**config.mk**
```make
export PLATFORM = sky130hd
export DESIGN_NAME = matrix_accel_nxn
export DESIGN_NICKNAME = d
export VERILOG_FILES = /design/src/rtl/matrix_accel_nxn.sv
export SDC_FILE = /design/constraint.sdc
export NUM_CORES = 1
export LEC_CHECK = 0
export CAP_MARGIN = 25
export CORE_ASPECT_RATIO = 1.4
export CORE_MARGIN = 3
export CORE_UTILIZATION = 54
export DETAILED_ROUTE_END_ITERATION = 10
export GPL_ROUTABILITY_DRIVEN = 0
export PLACE_DENSITY = 0.73
export SETUP_SLACK_MARGIN = 0.3
export SLEW_MARGIN = 25
export SYNTH_ARGS = -nofsm -noshare
export SYNTH_HDL_FRONTEND = slang
export SYNTH_SLANG_ARGS = --single-unit
```
**constraint.sdc**
```tcl
create_clock -name clk -period 8.4 [get_ports clk]
set_input_delay 0.84 -clock clk [delete_from_list [all_inputs] [get_ports clk]]
set_output_delay 0.84 -clock clk [all_outputs]
set_load 0.005 [all_outputs]
```
**src/rtl/matrix_accel_nxn.sv**
```systemverilog
// matrix_accel_nxn: memory-mapped signed matrix multiplier C = A x B, runtime n x n (n <= N_MAX).
// Latency: one MAC per cycle, n^3 + 1 cycles from the start-write edge to done; bus acks one cycle after request.
// Backpressure: single-outstanding bus, mem_ready pulses once per request, requests seen while mem_ready=1 wait.
//
// Ports: clk/rst_n (async active-low), mem_valid/mem_write/mem_addr/mem_wdata/mem_wstrb request,
//        mem_rdata/mem_ready response, irq = done & irq_en.
// Option: define MATACC_SATURATE_EN to clamp each accumulate to the signed ACC_W range instead of wrapping.
module matrix_accel_nxn #(
  parameter int N_MAX  = 4,
  parameter int DATA_W = 8,
  parameter int ACC_W  = 32
) (
  input  logic        clk,
  input  logic        rst_n,
  input  logic        mem_valid,
  input  logic        mem_write,
  input  logic [31:0] mem_addr,
  input  logic [31:0] mem_wdata,
  input  logic [3:0]  mem_wstrb,
  output logic [31:0] mem_rdata,
  output logic        mem_ready,
  output logic        irq
);
  localparam int NN    = N_MAX * N_MAX;
  localparam int IW    = (NN > 1) ? $clog2(NN) : 1;
  localparam int DEPTH = 1 << IW;
  localparam int PW    = 2 * DATA_W;

  typedef enum logic [1:0] {IDLE, COMPUTE, DONE} state_t;

  state_t                   state;
  logic [3:0]               n, i, j, k;
  logic                     done, err, irq_en;
  logic signed [ACC_W-1:0]  acc;

  logic signed [DATA_W-1:0] a_mem [DEPTH];
  logic signed [DATA_W-1:0] b_mem [DEPTH];
  logic signed [ACC_W-1:0]  c_mem [DEPTH];

  // Bus decode: word offset [9:2], region in the top two bits of it.
  logic        accept, wr, busy, in_arr;
  logic [7:0]  word;
  logic [1:0]  region;
  logic [5:0]  off;
  logic [IW-1:0] idx;
  logic        wr_ctrl, wr_dim, wr_a, wr_b;
  logic [3:0]  dim_val;
  logic [31:0] rd_val;
  logic        unused_bits;

  assign accept  = mem_valid & ~mem_ready;
  assign wr      = accept & mem_write & (|mem_wstrb);
  assign busy    = (state != IDLE);
  assign word    = mem_addr[9:2];
  assign region  = word[7:6];
  assign off     = word[5:0];
  assign in_arr  = ({26'd0, off} < 32'(NN));
  assign idx     = off[IW-1:0];
  assign wr_ctrl = wr & (region == 2'd0) & (off == 6'd0);
  assign wr_dim  = wr & (region == 2'd0) & (off == 6'd1);
  assign wr_a    = wr & (region == 2'd1) & in_arr;
  assign wr_b    = wr & (region == 2'd2) & in_arr;
  assign unused_bits = ^{mem_addr[31:10], mem_addr[1:0]};

  assign dim_val = (mem_wdata == 32'd0)  ? 4'd1 :
                   (mem_wdata > N_MAX)   ? 4'(N_MAX) : mem_wdata[3:0];

  always_comb begin
    rd_val = 32'd0;
    case (region)
      2'd0: begin
        if (off == 6'd0)      rd_val = {28'd0, err, irq_en, done, busy};
        else if (off == 6'd1) rd_val = {28'd0, n};
      end
      2'd1: if (in_arr) rd_val = 32'(a_mem[idx]);
      2'd2: if (in_arr) rd_val = 32'(b_mem[idx]);
      default: if (in_arr) rd_val = 32'(c_mem[idx]);
    endcase
  end

  // Datapath: product of A[i][k] and B[k][j], accumulated over k.
  logic [IW-1:0]           a_idx, b_idx, c_idx;
  logic signed [PW-1:0]    prod;
  logic signed [ACC_W-1:0] prod_ext, base, sum;
  logic                    k_last, j_last, i_last;

  assign a_idx    = IW'(int'(i) * N_MAX + int'(k));
  assign b_idx    = IW'(int'(k) * N_MAX + int'(j));
  assign c_idx    = IW'(int'(i) * N_MAX + int'(j));
  assign prod     = $signed(PW'(a_mem[a_idx])) * $signed(PW'(b_mem[b_idx]));
  assign prod_ext = ACC_W'(prod);
  assign base     = (k == 4'd0) ? '0 : acc;
  assign k_last   = (k == (n - 4'd1));
  assign j_last   = (j == (n - 4'd1));
  assign i_last   = (i == (n - 4'd1));

`ifdef MATACC_SATURATE_EN
  // One extra bit exposes overflow; clamp toward the sign of the true sum.
  logic signed [ACC_W:0] wide;
  assign wide = $signed({base[ACC_W-1], base}) + $signed({prod_ext[ACC_W-1], prod_ext});
  always_comb begin
    sum = wide[ACC_W-1:0];
    if (wide[ACC_W] != wide[ACC_W-1])
      sum = wide[ACC_W] ? {1'b1, {(ACC_W-1){1'b0}}} : {1'b0, {(ACC_W-1){1'b1}}};
  end
`else
  assign sum = base + prod_ext;
`endif

  // Control, status and bus response.
  always_ff @(posedge clk or negedge rst_n) begin
    if (!rst_n) begin
      state     <= IDLE;
      n         <= 4'(N_MAX);
      i         <= 4'd0;
      j         <= 4'd0;
      k         <= 4'd0;
      acc       <= '0;
      done      <= 1'b0;
      err       <= 1'b0;
      irq_en    <= 1'b0;
      mem_ready <= 1'b0;
      mem_rdata <= 32'd0;
    end else begin
      mem_ready <= accept;
      mem_rdata <= (accept && !mem_write) ? rd_val : 32'd0;

      // W1C first so that set events later in this block take priority.
      if (wr_ctrl) begin
        irq_en <= mem_wdata[2];
        if (mem_wdata[1]) done <= 1'b0;
        if (mem_wdata[3]) err  <= 1'b0;
      end
      if (wr_dim && !busy) n <= dim_val;
      if (busy && ((wr_ctrl && mem_wdata[0]) || wr_dim || wr_a || wr_b)) err <= 1'b1;

      case (state)
        IDLE: begin
          if (wr_ctrl && mem_wdata[0]) begin
            state <= COMPUTE;
            done  <= 1'b0;
            i     <= 4'd0;
            j     <= 4'd0;
            k     <= 4'd0;
          end
        end
        COMPUTE: begin
          acc <= sum;
          if (k_last) begin
            k <= 4'd0;
            if (j_last) begin
              j <= 4'd0;
              if (i_last) begin
                i     <= 4'd0;
                state <= DONE;
              end else begin
                i <= i + 4'd1;
              end
            end else begin
              j <= j + 4'd1;
            end
          end else begin
            k <= k + 4'd1;
          end
        end
        DONE: begin
          done  <= 1'b1;
          state <= IDLE;
        end
        default: state <= IDLE;
      endcase
    end
  end

  assign irq = done & irq_en;

  // Operand and result storage carry no reset.
  always_ff @(posedge clk) begin
    if (wr_a && !busy) a_mem[idx] <= mem_wdata[DATA_W-1:0];
  end

  always_ff @(posedge clk) begin
    if (wr_b && !busy) b_mem[idx] <= mem_wdata[DATA_W-1:0];
  end

  always_ff @(posedge clk) begin
    if (state == COMPUTE && k_last) c_mem[c_idx] <= sum;
  end

endmodule

```
==> flow_summary.yaml, run 1 <==
synthesis:
  ys_top_cells_by_count: "768 x edfxtp_1, 319 x mux4_2, 136 x fa_1"
  ys_types: 61
  avgSynthCellArea_um2: 18.29
  ys_seq_elements: 854
  synth_nets: 2504
  synthTopCellsByArea: "edfxtp_1 57%, mux4_2 18%, fa_1 6.7%, dfrtp_1 5.3%, ha_1 2.5%"
  synth_top_area_share_pct: 56.93
  ys.flop_type: "edfxtp_1"
  yosysWarningCount: 0
  synth_top_cell_by_area: "edfxtp_1"
  async_flop_share_pct: 10.07
  synthesis.instances: 2215
  synth.most_common_cell: "edfxtp_1"
  synth_enable_flop_cells: 768
  seq_area_frac_synth_pct: 62.25
  syn-cell-area_mm2: 0.04051
timing:
  rsz0062_at_grt: "yes"
  max_slew_margin_pct: 26.43
  finalCritPeriodShare_pct: 91.36
  skew_ns: 0.03833
  setup_viol: 0
  finalSetupTns_ns: 0
  slew_violations: 0
  fin_crit_ns: 7.674
  hold_viol_final: 0
  fmax_ghz: 0.1303
  worst_pin_slew_ns: 1.099
floorplan:
  die_x_um: 237.5
  num_rows: 118
  dieArea_mm2: 0.07838
  initial_core_util_pct: 54.65
  io_pins: 106
  die_h_um: 330.1
  core_mm2: 0.07412
drt:
  wl_per_cell_um: 28.72
  num_vias: 21511
  drtIter0Drc: 2138
  drcViolationCount: 0
  antenna_left: 0
  wl_um: 97320
  via_per_inst: 6.349
  firstDrtPassIters: 5
placement:
  io_buffers: 81
  hpwl_um: 58030
status:
  status: "completed"
setup_path:
  cpMaxStageDelayCell: "mux4_2"
  critPathKind: "flip-flop to flip-flop"
  cp_max_fo: 16
  critPathMaxStageDelay_ns: 0.66
  start_kind: "flip-flop"
  cp_common_cell: "fa_1"
  cp_cell_sequence: "buf_4 > mux4_2 > mux4_2 > and2_4 > inv_1 > fa_1 > inv_1 > fa_1 > fa_1 > fa_1 > fa_1 > ha_1 > a21o_1 > a21oi_1 > a21boi_0 > o21ai_1 > a31oi_1 > o211a_1 > o21ai_0 > nand2_2"
  arrival_ns: 7.98
  required_ns: 8.70
  cp-end-kind: "flip-flop"
global_route:
  overflow: 0
  grt_use_total_pct: 25.65
  grt_max_degree: 80
  grt_pass1_vias: 23042
  antenna_found_initial: 1
  grt_pass1_wl_um: 146400
cells_and_area:
  drive_gt1_share_pct: 25.38
  area_growth_syn_to_layout_pct: 12.75
  fillerInstances: 5126
  nNetsFinal: 2652
cts:
  insertion_delay_ns: 0.65
  clock_sinks: 854
  clk_root_buffer_cell: "clkbuf_16"
  numCtsBuffers: 80
  clk_pin_slew_ns: 0.06
  cts_tree: "done"
  cts_buffer_depth: 3
  htreeDepth: 3
flow_run:
  cap_viol_max_count: 0
worst_hold_path:
  min_path_type: "input port to async pin"
final cells by class:
type                    count  area (µm²)  share of cell area (%)
clock buffers             105        2178                   4.769
inverters                 124       476.7                   1.044
clock inverters            41       533.0                   1.167
well taps                 960        1201                   2.630
diodes                      1       2.502                0.005479
repair buffers            167        1493                   3.268
multi-input cells        1136       14570                   31.89
flip-flops and latches    854       25220                   55.22
layout by cell type (no fill, tap or decap), drive strengths merged, types with 6 or more instances in the layout:
cell type	count
nand3	20
a21o	11
a21oi	56
nor2b	7
and3	6
nand4	9
clkinvlp	7
clkinv	26
nor4	7
or2	8
ha	81
nand2b	13
mux4	319
inv	123
o21ai	35
o21a	6
xor2	15
clkdlybuf4s50	75
clkbuf	106
xnor2	31
nor3	11
and2	62
fa	136
o31ai	6
nor2	90
nand2	132
mux2	23
dfrtp	85
edfxtp	768
buf	91
bufinv	9
critical path: cells and delay by family, from the launching register on:
| kind | cells | cell delay, ns |
|---|---|---|
| adder cells (fa/ha/maj) | 6 | 2.68 |
| buffers and inverters | 3 | 0.46 |
| AND/OR/NAND/NOR | 2 | 0.63 |
| flip-flops | 1 | 0.59 |
| AO/OA/AOI/OAI | 7 | 1.72 |
| multiplexers | 2 | 1.19 |
stage by stage:
stage | setup WS (ns) | cells | hold WS (ns) | utilization (%) | area, µm²
6_report | 0.7262 | 3388 | 0.1397 | 61.62 | 45670
5_1_grt | 0.2973 | 3387 | 0.1396 | 61.62 | 45670
4_1_cts | 0.3775 | 3383 | 0.1198 | 61.47 | 45560
3_5_place_dp | 0.1109 | 3237 | 0.4538 | 57.79 | 42830
3_3_place_gp | 0.1883 | 3235 | 0.4509 | 57.71 | 42770
2_1_floorplan | 0.7793 | 2215 | 0.4380 | - | 40510
worst paths after layout:
kind                               from             to  slack (ns)  cells past startpoint
worst max-delay path               j[0]   c_mem[8][31]        0.73                     20
worst min-delay path              rst_n  mem_rdata[16]        0.14                      1
worst max register to register     j[0]   c_mem[8][31]        0.73                     20
worst min register to register  acc[15]        acc[15]        0.46                      2
max in group asynchronous         rst_n           j[0]        6.84                      2
min in group clk                acc[15]        acc[15]        0.46                      2
per-layer routing:
metal	share of wire (%)	up-vias	global-route usage, %
met1	35	11304	31.44
li1	-	8946	-
met2	53	1028	45.19
met3	7.2	233	3.942
met5	0	-	0
met4	5.0	0	12.04
registers in the layout, summed over array words and instances (netlist names):
register	flops
a_mem	128
acc	32
b_mem	128
c_mem	512
done	1
err	1
i	4
irq_en	1
j	4
k	4
mem_rdata	32
mem_ready	1
n	4
state	2
cell families (layout without fill, tap and decap cells):
kind of cell    count (synthesis)  after routing  synth area share, %
simple gates                  376            376                4.374
fa+ha+maj                     217            217                9.223
other cells                     0              1                    0
flops                         854            854                62.25
buf+inv                       225            437                2.323
compound gates                150            150                2.283
xor+xnor                       46             46                1.050
mux                           347            347                18.50
timing repair:
item / 4_1_cts / 5_1_grt
setup endpoints to repair: 33 / 83
pin swaps: 0 / 1
gates resized for setup: 3 / 11
buffers inserted: 0 / 4
hold buffers: 0 / 0
Power of run 1 is left out: the tool's default activity adds up to more than one toggle a clock period on the data nets, which glitch-free logic cannot reach.
==> run 2: changes to the inputs <==
--- a/config.mk
+++ b/config.mk
@@ -11,9 +11,11 @@
 export CORE_UTILIZATION = 54
 export DETAILED_ROUTE_END_ITERATION = 10
 export GPL_ROUTABILITY_DRIVEN = 0
+export MAX_ROUTING_LAYER = met4
 export PLACE_DENSITY = 0.73
 export SETUP_SLACK_MARGIN = 0.3
 export SLEW_MARGIN = 25
 export SYNTH_ARGS = -nofsm -noshare
 export SYNTH_HDL_FRONTEND = slang
 export SYNTH_SLANG_ARGS = --single-unit
+export TNS_END_PERCENT = 50
==> run 2 against run 1 <==
Sequential share of layout area about the same. Critical path depth unchanged. Die area unchanged. Register-to-register slack got worse by 0.02 ns. Setup slack got worse by 0.018 ns. Routed wire length increased by 0.11%. Design area about the same. Global-route usage rose by 0.79 points. First-iteration DRC count rose by 3.3%. Highest routed layer unchanged.
==> flow_summary.yaml, run 2 (synthesized netlist as in run 1, its figures left out) <==
status:
  status: "completed"
cts:
  clock_sinks: 854
  insertion_delay_ns: 0.65
  numCtsBuffers: 80
  cts_buffer_depth: 3
  clk_pin_slew_ns: 0.06
  clk_root_buffer_cell: "clkbuf_16"
  cts_tree: "done"
  htreeDepth: 3
timing:
  slew_violations: 0
  fmax_ghz: 0.1300
  finalSetupTns_ns: 0
  fin_crit_ns: 7.691
  worst_pin_slew_ns: 1.075
  finalCritPeriodShare_pct: 91.57
  skew_ns: 0.03751
  rsz0062_at_grt: "yes"
  setup_viol: 0
  max_slew_margin_pct: 28.08
  fin_ws_ns: 0.7085
  hold_viol_final: 0
setup_path:
  cp_common_cell: "fa_1"
  critPathKind: "flip-flop to flip-flop"
  crit_buf_inv: 3
  cp_max_fo: 16
  cp-end-kind: "flip-flop"
  arrival_ns: 7.99
  cpMaxStageDelayCell: "mux4_2"
  cp_cell_sequence: "buf_4 > mux4_2 > mux4_2 > and2_4 > inv_1 > fa_1 > inv_1 > fa_1 > fa_1 > fa_1 > fa_1 > ha_1 > a21o_1 > a21oi_1 > a21boi_0 > o21ai_1 > a31oi_1 > o211a_1 > o21ai_0 > nand2_2"
  crit_family: "adder cells"
  required_ns: 8.70
  start_kind: "flip-flop"
  critPathMaxStageDelay_ns: 0.67
cells_and_area:
  area_growth_syn_to_layout_pct: 12.73
  final_design_area_no_fill_mm2: 0.04566
  nNetsFinal: 2651
  final_cell_mix: "768 x edfxtp_1, 319 x mux4_2, 136 x fa_1"
  fillerInstances: 5124
  multiInputGateArea_mm2: 0.01457
  top_register: "c_mem"
  register_area_mm2: 0.02522
  drive_gt1_share_pct: 25.35
  largest_reg_flops: 512
  stdcell_count: 3386
  largestRegisters: "c_mem (512), a_mem (128), b_mem (128)"
  mostFrequentLayoutCell: "edfxtp_1"
  antennaDiodeCount: 0
placement:
  hpwl_um: 58030
  placed_cell_area_mm2: 0.04283
  dp_cells: 3237
  dp_slack_ns: 0.1109
  io_buffers: 81
flow_run:
  cap_viol_max_count: 0
floorplan:
  die_x_um: 237.5
  io_pins: 106
  dieArea_mm2: 0.07838
  num_rows: 118
  initial_core_util_pct: 54.65
  die_h_um: 330.1
  core_mm2: 0.07412
drt:
  drcViolationCount: 0
  wl_per_cell_um: 28.77
  via_per_inst: 6.369
  firstDrtPassIters: 5
  drtIter0Drc: 2208
  num_vias: 21567
  antenna_left: 0
  wl_um: 97430
worst_hold_path:
  min_path_type: "input port to async pin"
global_route:
  grt_pass1_wl_um: 146500
  antenna_found_initial: 1
  grt_max_degree: 80
  overflow: 0
  grt_use_total_pct: 26.44
  grt_pass1_vias: 22979
run 2: cell count changes in the layout (fill, tap and decap cells not counted), sizes merged:
cell,previous run,this run
diode,1,0
buf,91,90
run 2: path summary, 6_finish.rpt:
path / end / from / slack [ns] / cells after the start
min in group clk: acc[15] / acc[15] / 0.47 / 2
min: mem_rdata[16] / rst_n / 0.14 / 1
max reg2reg: c_mem[8][31] / j[0] / 0.71 / 20
max: c_mem[8][31] / j[0] / 0.71 / 20
max in group asynchronous: j[0] / rst_n / 6.82 / 2
min reg2reg: acc[15] / acc[15] / 0.47 / 2
run 2: stage by stage:
step                      hold slack, ns  util [%]
after CTS                         0.1198     61.47
final                             0.1403     61.61
after global routing              0.1397     61.61
after global placement            0.4509     57.71
after detailed placement          0.4538     57.79
after floorplan                   0.4380         -
run 2: repair_timing:
item	CTS	global route
hold buffers	0	0
resized for setup	3	11
endpoints found under the setup margin	33	82
pin swaps	0	1
buffers inserted	0	3
run 2: metal layers:
layer / GRT usage (%) / share of wire (%) / vias up
met5: - / 0 / -
met4: 11.84 / 4.8 / 0
met3: 3.750 / 6.9 / 228
met2: 45.39 / 53 / 1008
met1: 31.46 / 35 / 11383
li1: - / - / 8948
run 2: layout make-up:
| type | instances | share of cell area (%) |
|---|---|---|
| flip-flops and latches | 854 | 55.24 |
| well taps | 960 | 2.630 |
| repair buffers | 166 | 3.252 |
| inverters | 124 | 1.044 |
| multi-input cells | 1136 | 31.90 |
| clock inverters | 41 | 1.167 |
| clock buffers | 105 | 4.771 |
Power of run 2 is left out for the same reason.
